### config.mk
export PLATFORM = sky130hd
export DESIGN_NAME = fp16_to_int
export DESIGN_NICKNAME = d
export VERILOG_FILES = /design/src/rtl/fp16_to_int.sv
export SDC_FILE = /design/constraint.sdc
export NUM_CORES = 1
export LEC_CHECK = 0
export ABC_AREA = 1
export CELL_PAD_IN_SITES_DETAIL_PLACEMENT = 0
export CELL_PAD_IN_SITES_GLOBAL_PLACEMENT = 1
export CORE_MARGIN = 5
export CORE_UTILIZATION = 27
export DETAILED_ROUTE_END_ITERATION = 7
export GPL_ROUTABILITY_DRIVEN = 0
export PLACE_DENSITY_LB_ADDON = 0.1
export SLEW_MARGIN = 20
export SYNTH_ARGS = -nofsm -noshare
export SYNTH_HDL_FRONTEND = slang
export SYNTH_SLANG_ARGS = --single-unit
### constraint.sdc
create_clock -name clk -period 1.7 [get_ports clk]
set_input_delay 0.34 -clock clk [delete_from_list [all_inputs] [get_ports clk]]
set_output_delay 0.34 -clock clk [all_outputs]
set_load 0.01 [all_outputs]
### src/rtl/fp16_to_int.sv
// fp16_to_int: iterative IEEE754 binary16 to 16-bit signed integer decoder.
// A request latches the operand, UNPACK classifies the exponent, SHIFT moves
// the significand one bit position per clock, and SIGN applies the sign and
// emits a one-cycle R_O strobe, with ERROR for Inf, NaN or out-of-range input.
//
// Optional feature macro: FP16_ROUND_EN
//   undefined : truncation toward zero, no guard register
//   defined   : round half away from zero using the last discarded bit
//
// state  | meaning
// -------+-----------------------------------------------------------
// IDLE   | waiting for R_I; the only state in which a request is taken
// UNPACK | classify exponent, load work register and shift count
// SHIFT  | shift work register one position per clock until count hits 0
// SIGN   | apply sign (or load saturated value), pulse R_O / ERROR

module fp16_to_int (
  input  logic        clk,
  input  logic        reset_n,
  input  logic [15:0] dataIn,
  input  logic        R_I,
  output logic [15:0] dataOut,
  output logic        R_O,
  output logic        ERROR,
  output logic        busy
);

  typedef enum logic [1:0] {
    IDLE   = 2'd0,
    UNPACK = 2'd1,
    SHIFT  = 2'd2,
    SIGN   = 2'd3
  } state_t;

  state_t      state;
  logic [15:0] operand;
  logic [15:0] work;
  logic [3:0]  cnt;
  logic        shift_left;
  logic        err_flag;
  logic        direct;
`ifdef FP16_ROUND_EN
  logic        guard;
`endif

  logic        sgn;
  logic [4:0]  exp_f;
  logic [9:0]  frac;
  logic [15:0] sat_val;

  logic [15:0] dec_work;
  logic [3:0]  dec_cnt;
  logic        dec_left;
  logic        dec_err;
  logic        dec_direct;

  logic [15:0] mag;

  assign sgn     = operand[15];
  assign exp_f   = operand[14:10];
  assign frac    = operand[9:0];
  assign sat_val = sgn ? 16'h8000 : 16'h7FFF;

  // Exponent classification: decides the work register load, shift count
  // and direction, and whether the result is an error value loaded as-is.
  always_comb begin
    dec_work   = 16'h0000;
    dec_cnt    = 4'd0;
    dec_left   = 1'b0;
    dec_err    = 1'b0;
    dec_direct = 1'b0;
    if (exp_f == 5'd31) begin
      // Inf saturates by sign; NaN returns zero
      dec_err    = 1'b1;
      dec_direct = 1'b1;
      dec_work   = (frac != 10'd0) ? 16'h0000 : sat_val;
    end else if (exp_f == 5'd30) begin
      if (operand == 16'hF800) begin
        // -32768 is the only representable e=30 value
        dec_work = 16'h0400;
        dec_cnt  = 4'd5;
        dec_left = 1'b1;
      end else begin
        dec_err    = 1'b1;
        dec_direct = 1'b1;
        dec_work   = sat_val;
      end
    end else if (exp_f >= 5'd15) begin
      dec_work = {5'b00000, 1'b1, frac};
      if (exp_f > 5'd25) begin
        dec_left = 1'b1;
        dec_cnt  = 4'(exp_f - 5'd25);
      end else begin
        dec_cnt  = 4'(5'd25 - exp_f);
      end
`ifdef FP16_ROUND_EN
    end else if (exp_f == 5'd14) begin
      // all eleven significand bits shift out; hidden bit ends up as guard
      dec_work = {5'b00000, 1'b1, frac};
      dec_cnt  = 4'd11;
`endif
    end else begin
      dec_work = 16'h0000;
    end
  end

  // Magnitude presented to the sign stage, including the rounding increment.
  always_comb begin
`ifdef FP16_ROUND_EN
    mag = work + {15'd0, guard};
`else
    mag = work;
`endif
  end

  // Main controller: state, operand capture, shifting and registered outputs.
  always_ff @(posedge clk or negedge reset_n) begin
    if (!reset_n) begin
      state      <= IDLE;
      operand    <= 16'h0000;
      work       <= 16'h0000;
      cnt        <= 4'd0;
      shift_left <= 1'b0;
      err_flag   <= 1'b0;
      direct     <= 1'b0;
`ifdef FP16_ROUND_EN
      guard      <= 1'b0;
`endif
      dataOut    <= 16'h0000;
      R_O        <= 1'b0;
      ERROR      <= 1'b0;
      busy       <= 1'b0;
    end else begin
      R_O   <= 1'b0;
      ERROR <= 1'b0;
      case (state)
        IDLE: begin
          if (R_I) begin
            operand <= dataIn;
            busy    <= 1'b1;
            state   <= UNPACK;
          end
        end
        UNPACK: begin
          work       <= dec_work;
          cnt        <= dec_cnt;
          shift_left <= dec_left;
          err_flag   <= dec_err;
          direct     <= dec_direct;
`ifdef FP16_ROUND_EN
          guard      <= 1'b0;
`endif
          state      <= (dec_cnt == 4'd0) ? SIGN : SHIFT;
        end
        SHIFT: begin
          if (shift_left) begin
            work <= {work[14:0], 1'b0};
          end else begin
            work <= {1'b0, work[15:1]};
`ifdef FP16_ROUND_EN
            guard <= work[0];
`endif
          end
          cnt <= cnt - 4'd1;
          if (cnt == 4'd1) begin
            state <= SIGN;
          end
        end
        SIGN: begin
          if (direct) begin
            dataOut <= work;
          end else if (sgn) begin
            dataOut <= ~mag + 16'd1;
          end else begin
            dataOut <= mag;
          end
          R_O   <= 1'b1;
          ERROR <= err_flag;
          busy  <= 1'b0;
          state <= IDLE;
        end
        default: begin
          busy  <= 1'b0;
          state <= IDLE;
        end
      endcase
    end
  end

endmodule

After elaboration in Yosys (flattened, before gate mapping)
Cells that the tools add are included.
{"block": "totals", "reg_bits": 59, "inputBits": 19, "out_inout_bits": 19, "wordCells": 66}
{"block": "op_classes", "add_sub_neg": 4, "magnitude_cmp": 2, "n_eq_ne": 9, "mux": 32, "bitwise": 1, "reduce_logical": 8}
{"cell": "$mux W16", "n": 8}
{"cell": "$pmux W16 S2", "n": 1}
{"cell": "$add A16 B1 Y16 const B", "n": 1}
{"cell": "$eq A16 B16 Y1 const B", "n": 1}
{"cell": "$mux W4", "n": 4}
{"cell": "$not A16 Y16", "n": 1}
{"cell": "$mux W1", "n": 12}
{"cell": "$mux W11", "n": 1}
{"cell": "$eq A5 B5 Y1 const B", "n": 2}
{"cell": "$reduce_bool A10 Y1", "n": 1}
{"cell": "$pmux W2 S4", "n": 1}
{"cell": "$pmux W4 S2", "n": 1}
{"cell": "$reduce_and A2 Y1", "n": 3}
{"cell": "$ge A5 B4 Y1 const B", "n": 1}
{"cell": "$gt A5 B5 Y1 const B", "n": 1}
{"cell": "$eq A2 B2 Y1 const B", "n": 2}
{"cell": "$eq A4 B1 Y1 const B", "n": 1}
{"cell": "$logic_not A4 Y1", "n": 1}
{"cell": "$mux W2", "n": 2}
{"cell": "$ne A2 B2 Y1 const B", "n": 2}
{"cell": "$reduce_bool A2 Y1", "n": 2}
{"cell": "$sub A4 B1 Y4 const B", "n": 1}
{"cell": "$sub A4 B4 Y4 const A", "n": 1}
{"cell": "$sub A4 B4 Y4 const B", "n": 1}
{"cell": "other kinds (4)", "n": 4}

Logic depth before layout (Yosys ltp)
{"block": "logic_depth", "word_depth": 8, "ltp_mapped": 12}

Least setup slack after synthesis
OpenSTA, ideal clock, no wires.
{"block": "synth_path", "path_kind": "register to register", "from": "register operand[10]", "to": "register work[8] (netlist: mag[8])", "setup_time_ns": 0.131, "arrival_time_ns": 1.432, "required_ns": 1.569, "path_slack_ns": 0.137, "path_stages_with_launch": 11, "synth_period_minus_slack_ns": 1.563, "cell_sequence": "dfrtp_1 ha_1 nand3_2 clkinv_1 nor2_1 nor2_4 buf_6 nand2_2 a21oi_2 nor2_1 a21oi_2"}
{"block": "synth_between", "elab_chain_cells": 5, "word_cells_on_any_way": 9, "classes_between": "1 x order compare; 3 x eq/ne; 5 x mux"}
{"element": "from (decl)", "line_no": "36", "source": "logic [15:0] operand;"}
{"element": "from (signal assigned)", "line_no": "139", "source": "operand <= dataIn;"}
{"element": "$ge A5 B4 Y1 or $eq A16 B16 Y1 (tied branches)", "line_no": "88, 78"}
{"element": "$mux W11 or $mux W16 (tied branches)", "line_no": "88, 78"}
{"element": "$mux W16", "line_no": "77", "source": "end else if (exp_f == 5'd30) begin"}
{"element": "$mux W16 *", "line_no": "72", "source": "if (exp_f == 5'd31) begin"}
{"element": "$pmux W16 S2 *", "line_no": "136", "source": "case (state)"}
{"element": "to (signal assigned)", "line_no": "145", "source": "work <= dec_work;"}
{"element": "to (signal assigned)", "line_no": "157", "source": "work <= {work[14:0], 1'b0};"}
{"element": "to (signal assigned)", "line_no": "159", "source": "work <= {1'b0, work[15:1]};"}
{"element": "to (decl)", "line_no": "37", "source": "logic [15:0] work;"}
Mark *: on every way between the ends. The rest lies on a longest branch, timed or not.
A chain may end at the register's enable or synchronous reset.

Final worst setup path
{"block": "layout_path", "from": "register state[1]", "to": "register state[0]"}
{"block": "layout_between", "elab_chain_cells": 3, "word_cells_on_any_way": 8, "classes_between": "5 x eq/ne; 1 x mux; 2 x reduce/logical"}
{"element": "from (decl)", "line_no": "35", "source": "state_t state;"}
{"element": "from (signal assigned)", "line_no": "153", "source": "state <= (dec_cnt == 4'd0) ? SIGN : SHIFT;"}
{"element": "$eq A2 B2 Y1 or $logic_not A2 Y1 (tied branches)", "line_no": "136"}
{"element": "$ne A2 B2 Y1 (no line)"}
{"element": "$reduce_and A2 Y1 (no line)"}
Several ways; a longest one is shown, not always the timed one.

==> metrics.md <==
| Metric | Value |
|---|---|
| Outcome | finished, final reports clean |
| Remaining Overflow, GRT | 0 |
| Max cap viols | 0 |
| Fin crit share | 0.934 |
| Starting Density | 0.275 |
| Total power | 9.73 mW |
| Core Region | 12600 um2 |
| Vert. Die Dim | 123 um |
| CTS tree | yes |
| Async set or reset register ratio after synthesis | 1.00 |
| Area after DPL | 4200 um2 |
| Die area | 15200 um2 |
| Worst skew pair latency | 0.33 ns |
| Hpwl dp | 6780 um |
| Slew @ Worst Pin | 0.410 ns |
| Width of the die | 123 um |
| Clk buf depth | 2 |
| Pwr/cell area | 2120 nW/um2 |
| Worst path slowest cell | dfrtp_1 |
| Worst R2R Path Depth | 6 |
| Library cells used by synthesis | 35 |
| Cell taking the most area after synthesis | dfrtp_1 |
| Clock transition at path regs | 0.05 ns |
| HP Class | primary input to async pin |
| Initial antenna violation count | 0 |
| Synth top area share | 0.425 |
| FF+latch count, synth | 59 |
| H-tree depth | 3 |
| Post-synth EDFFs | 0 |
| Final #Nets | 547 |
| Via count | 3011 |
| Synthesis Warnings | 0 |
| Post-Route WL | 9150 um |
| Core Util, Final | 0.364 |
| Gr usage total | 0.131 |
| Most used flip-flop cell after synthesis | dfrtp_1 |
| Syn_area_per_cell | 7.72 um2 |
| Register area share after synthesis | 0.425 |
| Leakage | 2.19 nW |
| Tmin final | 1.59 ns |
| Most frequent cell after synthesis | nand2_1 |
| Synth Instances | 450 |
| Iteration-0 DRC Markers | 171 |
| Max-slew violations | 0 |
| CP Launch Type | flip-flop |
| Num rows | 41 |
| R2r startpoint | state[1]$_DFFE_PN0P_ |
| Final setup vio count | 0 |
| WL/cell | 13.3 um |
| First drt pass iteration count | 4 |
| Synth cell count leaders | nand2_1, dfrtp_1, o21ai_0 |
| First-pass GRT wire length | 15400 um |
| Fin Clk Skew | 0.00425 ns |
| Clock Tree Root | clkbuf_16 |
| DRC viols | 0 |
| Num CTS Buffers | 9 |
| Fin area | 4600 um2 |
| RSZ-0062 raised after global routing | true |
| Via density | 4.36 |
| CP max stage delay | 0.43 ns |
| IO buf count | 37 |
| Final hold vios | 0 |
| WP data required | 1.91 ns |
| FF-to-FF setup slack | 0.11 ns |
| Slew headroom | 0.724 |
| R2r endpoint | state[0]$_DFFE_PN0P_ |
| Critical Path Sink Type | flip-flop |
| Clock sink count | 59 |
| Worst-path cell chain | ha_1 -> buf_4 -> nand2_1 -> o21ai_0 -> a211oi_1 -> a21oi_2 |
| Crit-path max FO | 5 |
| Synth-to-Final Area Change | 32.3% |
| Synth top area cells | dfrtp_1, nand2_1, o21ai_0 |
| Synthesized cell area | 3470 um2 |
| VDD IR-drop max | 0.712 mV |
| CP arrival | 1.80 ns |
| Post-route ant nets | 0 |
| Post-CTS Hold Fix Bufs | 0 |
| Largest net degree at the start of global routing | 60 |
| Share of cells above drive strength 1 | 0.180 |
| FMAX | 0.630 GHz |
| Antenna cells | 0 |
| Vias in the first global route | 3012 |
| Worst Path Class, Setup | flip-flop to flip-flop |
| IO Count | 38 |
| Syn Nets | 483 |
## layer usage
metal	vias up	track usage	part of all wire
li1	1594	-	-
met1	1351	0.174	0.49
met2	53	0.201	0.45
met3	13	0.0412	0.044
met4	0	0.0471	0.016
met5	-	0	0
## critical path, delay by kind of cell (launching register included)
| family | cells | cell delay [ns] |
|---|---|---|
| adder cells (fa/ha/maj) | 1 | 0.25 |
| AO/OA/AOI/OAI | 3 | 0.55 |
| buffers and inverters | 1 | 0.17 |
| AND/OR/NAND/NOR | 1 | 0.06 |
| flip-flops | 1 | 0.43 |
## stage by stage
stage | setup slack (ns) | setup TNS, ns | hold WS, ns | instances
2_1_floorplan | 0.137 | 0 | 0.0444 | 450
3_3_place_gp | 0.0503 | 0 | 0.384 | 669
3_5_place_dp | 0.0603 | 0 | 0.385 | 669
4_1_cts | 0.0411 | 0 | 0.0250 | 684
5_1_grt | -0.0314 | -0.0797 | 0.0396 | 690
6_report | 0.112 | 0 | 0.0137 | 690
## layout make-up
type	instances	area (um2)
tap	172	215
timing repair buffer	70	638
sequential	59	1480
clock buffer	13	270
clock inverter	2	10.0
fill	1376	8020
multi-input combinational	326	1800
inverter	48	184
## sequential cells by signal, summed over array words and instances, names as in the netlist
signal      count
operand        16
shift_left      1
direct          1
R_O             1
dataOut        16
cnt             4
ERROR           1
state           2
mag            16
busy            1
## logic make-up after synthesis
family / after synthesis / share of synthesized area
AND/OR/NAND/NOR: 199 / 0.259
adder cells (fa/ha/maj): 14 / 0.0504
XOR/XNOR: 12 / 0.0302
flip-flops: 59 / 0.425
AO/OA/AOI/OAI: 100 / 0.158
buffers and inverters: 66 / 0.0774
## repair_timing
action | 4_1_cts | 5_1_grt
resized for setup | 0 | 24
setup buffers | 0 | 5
setup endpoints to repair | 0 | 24
endpoints found under the hold margin | 0 | 0
## power breakdown
group	total, mW	internal (mW)	leakage (nW)	switching [mW]
clock network	1.71	1.09	0.141	0.623
registers	2.69	2.12	0.728	0.563
logic	5.33	2.28	1.32	3.05
## worst max-delay path by stage
stage / from / slack, ns / end / cells past startpoint
after global placement: operand[10]$_DFFE_PN0P_ / 0.05 / mag[4]$_DFFE_PN0P_ / 11
after floorplan: operand[10]$_DFFE_PN0P_ / 0.14 / mag[8]$_DFFE_PN0P_ / 10
final: state[1]$_DFFE_PN0P_ / 0.11 / state[0]$_DFFE_PN0P_ / 6
after detailed placement: operand[10]$_DFFE_PN0P_ / 0.06 / mag[4]$_DFFE_PN0P_ / 11
after CTS: operand[10]$_DFFE_PN0P_ / 0.04 / mag[7]$_DFFE_PN0P_ / 11
after global routing: operand[13]$_DFFE_PN0P_ / -0.03 / state[0]$_DFFE_PN0P_ / 7
## cells in the final DEF (no fill, tap or decap), types with 2 or more instances in the layout
master           instances
nand2_1                111
dfrtp_1                 57
o21ai_0                 47
inv_1                   36
clkdlybuf4s50_1         36
nor2_1                  32
buf_4                   31
a21oi_1                 30
nand3_1                 29
xor2_1                  11
ha_1                    11
clkbuf_16                9
inv_2                    8
nand3_2                  6
o211ai_1                 5
nand2_4                  5
nor2_2                   4
o21ai_1                  4
nand2_2                  4
a21oi_2                  4
clkinv_2                 3
nor2_4                   3
nand4_1                  3
clkbuf_8                 3
o31ai_1                  2
clkinv_1                 2
a211oi_1                 2
o22ai_1                  2
a22oi_2                  2
ha_2                     2
dfrtp_2                  2
buf_12                   2
(Power assumes the default switching activity.)
==> patch 1: new RTL, same settings <==
Register the inputs `dataIn` and `R_I` before use, without a reset. The logic sees them one clock later.
--- a/src/rtl/fp16_to_int.sv
+++ b/src/rtl/fp16_to_int.sv
@@ -32,4 +32,12 @@
     SIGN   = 2'd3
   } state_t;
+
+  logic [15:0] dataIn_q;
+  logic R_I_q;
+
+  always_ff @(posedge clk) begin
+    dataIn_q <= dataIn;
+    R_I_q    <= R_I;
+  end
 
   state_t      state;
@@ -136,6 +144,6 @@
       case (state)
         IDLE: begin
-          if (R_I) begin
-            operand <= dataIn;
+          if (R_I_q) begin
+            operand <= dataIn_q;
             busy    <= 1'b1;
             state   <= UNPACK;
Behaviour: not the same (Yosys sat finds a counterexample within 4 cycles, from zero or initial values and one cycle with reset_n low).
==> patch 1 against the original RTL <==
- setup slack better by 12 ps
- final cell count grew 5.1%
- area after synthesis grew 8.3%
- sequential power up 16%
- worst hold slack lost 6.0 ps
- routed wire length grew 1.4%
- sequential cell count increased by 17
- design area grew 7.7%
- power is 6.2% higher
- global-route usage shrank 1.0 points
- sequential share of layout area up 4.6 points
==> patch 1: results (changes against the original RTL) <==
metric	value	unit	change
Slew Viols, Final	0		unchanged
htree depth	3		unchanged
CP max stage delay	540	ps	was 430 ps
area of placed instances	4471	um^2	was 4203 um^2
Hold/Removal Path Class	primary input to asynchronous set/reset pin		unchanged
syn nets	512		was 483
GRT Total Usage	12.13	%	was 13.13%
synth cell count leaders	nand2_1 (105), dfrtp_1 (59), inv_1 (52), o21ai_0 (50), nor2_1 (43)		was nand2_1 (112), dfrtp_1 (59), o21ai_0 (49), inv_1 (40), nor2_1 (34)
pre-CTS setup slack	-1.084	ps	was 60.31 ps
status	finished clean		unchanged
worst reg2reg path endpoint	shift_left		was state[0]
crit path DAT	1240	ps	was 1800 ps
Synth area leaders	dfrtp_1 (39%), nand2_1 (10%), dfxtp_1 (9.0%)		was dfrtp_1 (42%), nand2_1 (12%), o21ai_0 (7.1%)
dpl hpwl	6722	um	was 6779 um
layout cells sized above 1	16.88	%	was 17.95%
sequential share of the synthesized area	48.29	%	was 42.49%
CP max FO	2		was 5
P_sw	0.004331	W	was 0.004236 W
drt wl/cell	12.79	um	was 13.26 um
Max Freq	634.7	MHz	was 629.8 MHz
fillers	1514		was 1376
delay-heaviest family, CP	buffers and inverters		was compound AO/OA/AOI/OAI gates
nets@finish	573		was 547
largest net degree at the start of global routing	60		unchanged
final setup skew	7.095	ps	was 4.250 ps
root buf cell	clkbuf_16		unchanged
clk buf depth	2		unchanged
Reg2Reg Depth	9		was 6
Hold Slack	7.701	ps	was 13.66 ps
maximum vdd drop	0.6738	mV	was 0.7119 mV
Leakage Power	2.316	nW	was 2.189 nW
initial DRC count	138		was 171
cts bufs inserted	9		unchanged
slew margin rel.	71.73	%	was 72.35%
Crit-path slowest cell	clkdlybuf4s50_1		was dfrtp_1
first-pass GRT wire length	15740	um	was 15400 um
reg2reg setup slack	160	ps	was 110 ps
reg2reg start	operand[11]		was state[1]
DR vias	3203		was 3011
ys async rst share	77.63	%	was 100.0%
yosys warns	0		unchanged
Yosys cell types	30		was 35
-- patch 1: metrics by stage --
stage	instances	utilization [%]
2_1_floorplan	479	-
3_3_place_gp	702	32.46
3_5_place_dp	702	32.46
4_1_cts	718	34.80
5_1_grt	725	35.96
6_report	725	35.96
-- patch 1: routing by layer --
metal / part of all wire, % / up-vias / track usage (%)
met1: 47 / 1459 / 16.06
met2: 46 / 66 / 18.88
li1: - / 1665 / -
met4: 2.3 / 0 / 5.993
met3: 4.8 / 13 / 2.417
met5: 0 / - / 0
-- patch 1: power by group through the flow --
stage               logic [W]  registers (W)  clock network [W]
CTS                   0.00501        0.00312            0.00212
global placement      0.00496        0.00313                  0
detailed placement    0.00498        0.00315                  0
global route          0.00596        0.00325            0.00218
finish                0.00516        0.00312            0.00205
floorplan             0.00322        0.00310                  0
-- patch 1: area by class of cell --
class	count	share of cell area [%]
inverters	60	4.598
clock buffers	10	4.624
repair buffers	68	12.33
well taps	180	4.548
flip-flops and latches	76	36.74
multi-input cells	325	35.37
clock inverters	6	1.794
-- patch 1: how the worst max path moves through the flow --
stage | startpoint | endpoint | depth (start not counted)
final | dataOut[9] | dataOut[9] | 1
after global placement | operand[11] | cnt[2] | 12
after floorplan | state[0] | mag[11] | 5
after detailed placement | operand[10] | mag[12] | 10
after global routing | operand[10] | mag[15] | 12
after CTS | operand[11] | state[0] | 12
-- patch 1: what timing repair did --
action,CTS,global route
setup endpoints to repair,1,25
buffers inserted,0,6
gates cloned,0,1
pin swaps,0,11
resized for setup,1,31
-- patch 1: kinds of logic after synthesis --
kind of cell | Yosys count | share of synthesized area [%]
and+or+nand+nor | 187 | 20.95
buffers and inverters | 79 | 8.181
DFF | 76 | 48.29
AOI/OAI and AO/OA | 114 | 15.83
xor gates and xnor gates | 9 | 2.095
adders and majority gates | 14 | 4.656
==> patch 2: new RTL, config.mk and constraints unchanged <==
Made on the original files. Build with the macro `FP16_ROUND_EN` defined.
--- a/src/rtl/fp16_to_int.sv
+++ b/src/rtl/fp16_to_int.sv
@@ -14,4 +14,6 @@
 // SHIFT  | shift work register one position per clock until count hits 0
 // SIGN   | apply sign (or load saturated value), pulse R_O / ERROR
+
+`define FP16_ROUND_EN
 
 module fp16_to_int (
Behaviour: not the same (a bounded check fails within 4 cycles, from zero or initial values and one cycle with reset_n low).
==> patch 2 against the original RTL <==
- the run now ends with negative setup slack left
- clock skew increased by 0.68 ps
- routed wire length increased by 35%
- setup slack got worse by 420 ps
- area after synthesis increased by 13%
- design area increased by 34%
- sequential cell count increased by 1
- count of clock-buffer cells in the layout decreased by 1
- first-iteration DRC count increased by 23%
- power increased by 35%
==> patch 2: results (changes against the original RTL) <==
metric	value	unit	change
Yosys cell types	29		was 35
fillers	1475		was 1376
total negative setup slack	-3140	ps	was 0 ps
dpl hpwl	9276	um	was 6779 um
Setup WS post-layout	-309.0	ps	was 112.1 ps
Crit-path slowest cell	dfrtp_1		unchanged
synth cell count leaders	nand2_1 (170), dfrtp_1 (60), o21ai_0 (50), inv_1 (48), nor2_1 (44)		was nand2_1 (112), dfrtp_1 (59), o21ai_0 (49), inv_1 (40), nor2_1 (34)
worst reg2reg path endpoint	dataOut[10]		was state[0]
Hold Slack	465.6	ps	was 13.66 ps
crit path DAT	2230	ps	was 1800 ps
final setup fails	32		was 0
failing checks	negative setup slack		
CP max stage delay	410	ps	was 430 ps
switching share of power	44.55	%	was 43.56%
WL met2	5655	um	was 4139 um
reg2reg start	work[0]		was state[1]
Hold/Removal Path Class	register to register		was primary input to asynchronous set/reset pin
adder-cell share of the synthesized area	5.117	%	was 5.041%
initial DRC count	211		was 171
delay-heaviest family, CP	adder cells		was compound AO/OA/AOI/OAI gates
status	finished with violations		was finished clean
post-synthesis xor/xnor area fraction	1.791	%	was 3.025%
Compound-Gate Fraction of Synth Area	17.27	%	was 15.81%
GRT Total Usage	15.88	%	was 13.13%
Leakage Power	2.859	nW	was 2.189 nW
Synth area leaders	dfrtp_1 (38%), nand2_1 (16%), o21ai_0 (6.4%)		was dfrtp_1 (42%), nand2_1 (12%), o21ai_0 (7.1%)
nets@finish	734		was 547
vias in the first global route	4189		was 3012
Reg2Reg Depth	14		was 6
final WL	12380	um	was 9148 um
syn nets	593		was 483
M1 WL	6119	um	was 4463 um
Via density	4.525		was 4.364
maximum vdd drop	0.6910	mV	was 0.7119 mV
WL met3	432	um	was 398 um
first-pass GRT wire length	21090	um	was 15400 um
final setup skew	4.929	ps	was 4.250 ps
sequential share of the synthesized area	38.38	%	was 42.49%
layout cells sized above 1	33.81	%	was 17.95%
patch 2: cell types whose count changed after synthesis, sizes merged, moves of 3 or more:
cell,unedited run,this run
inv,45,50
clkbuf,12,16
nand4,4,10
a31oi,1,9
nand3,35,40
xor2,11,6
nand2,120,174
a21oi,34,42
nor3,1,4
nor2,38,49
o22ai,2,5
patch 2: timing repair:
action	in CTS	in global routing
endpoints found under the setup margin	36	38
pin swaps	43	40
endpoints found under the hold margin	18	0
gates resized for setup	86	55
buffers inserted	10	2
cloned	2	0
hold buffers	1	0
patch 2: logic make-up after synthesis:
logic type	count (synthesis)
buffers and inverters	76
flip-flops	60
AND/OR/NAND/NOR	277
adder cells (fa/ha/maj)	16
AO/OA/AOI/OAI	121
XOR/XNOR	8
patch 2: stage by stage:
| stage | setup WS (ps) | std cells | instance area [um^2] |
|---|---|---|---|
| 6_report | -309.0 | 888 | 6165 |
| 5_1_grt | -457.0 | 888 | 6165 |
| 4_1_cts | -286.6 | 886 | 5961 |
| 3_5_place_dp | -369.1 | 858 | 5275 |
| 3_3_place_gp | -337.5 | 858 | 5275 |
| 2_1_floorplan | -286.7 | 558 | 3965 |
patch 2: how the worst max path moves through the flow:
| stage | from | end | slack, ps |
|---|---|---|---|
| 2_1_floorplan | work[0] | dataOut[14] | -290 |
| 3_3_place_gp | guard | dataOut[12] | -340 |
| 3_5_place_dp | guard | dataOut[14] | -370 |
| 4_1_cts | guard | dataOut[15] | -290 |
| 5_1_grt | work[0] | dataOut[13] | -460 |
| 6_report | work[0] | dataOut[10] | -310 |
patch 2: power by group through the flow:
stage | sequential, W | combinational (W) | clock, W
global route | 0.00290 | 0.00953 | 0.00200
CTS | 0.00277 | 0.00806 | 0.00194
finish | 0.00278 | 0.00852 | 0.00186
floorplan | 0.00276 | 0.00394 | 0
global placement | 0.00272 | 0.00721 | 0
detailed placement | 0.00274 | 0.00724 | 0
patch 2: final cells by class:
cell class              count  area (um^2)  share of cell area, %
multi-input cells         422         2594                  42.07
flip-flops and latches     60         1505                  24.42
repair buffers            151         1315                  21.33
clock buffers              12        256.5                  4.161
well taps                 184        230.2                  3.735
inverters                  55        216.5                  3.511
clock inverters             4        47.55                 0.7713
patch 2: worst register-to-register path: stages (launching register included):
cell     delay, ps
dfrtp_1        410
ha_4           180
ha_4           220
inv_4           60
ha_4           130
inv_4           30
nor2_4          90
nand3_2         90
nor2_4         100
nand2_2         80
o21ai_4        190
buf_6          120
nor2_1          30
o21ai_1        100
nand2_1         50
patch 2: metal layers:
layer,GRT usage [%],vias up
met5,0,-
met4,4.174,0
met3,3.902,8
met2,24.86,56
met1,22.04,1827
li1,-,2127
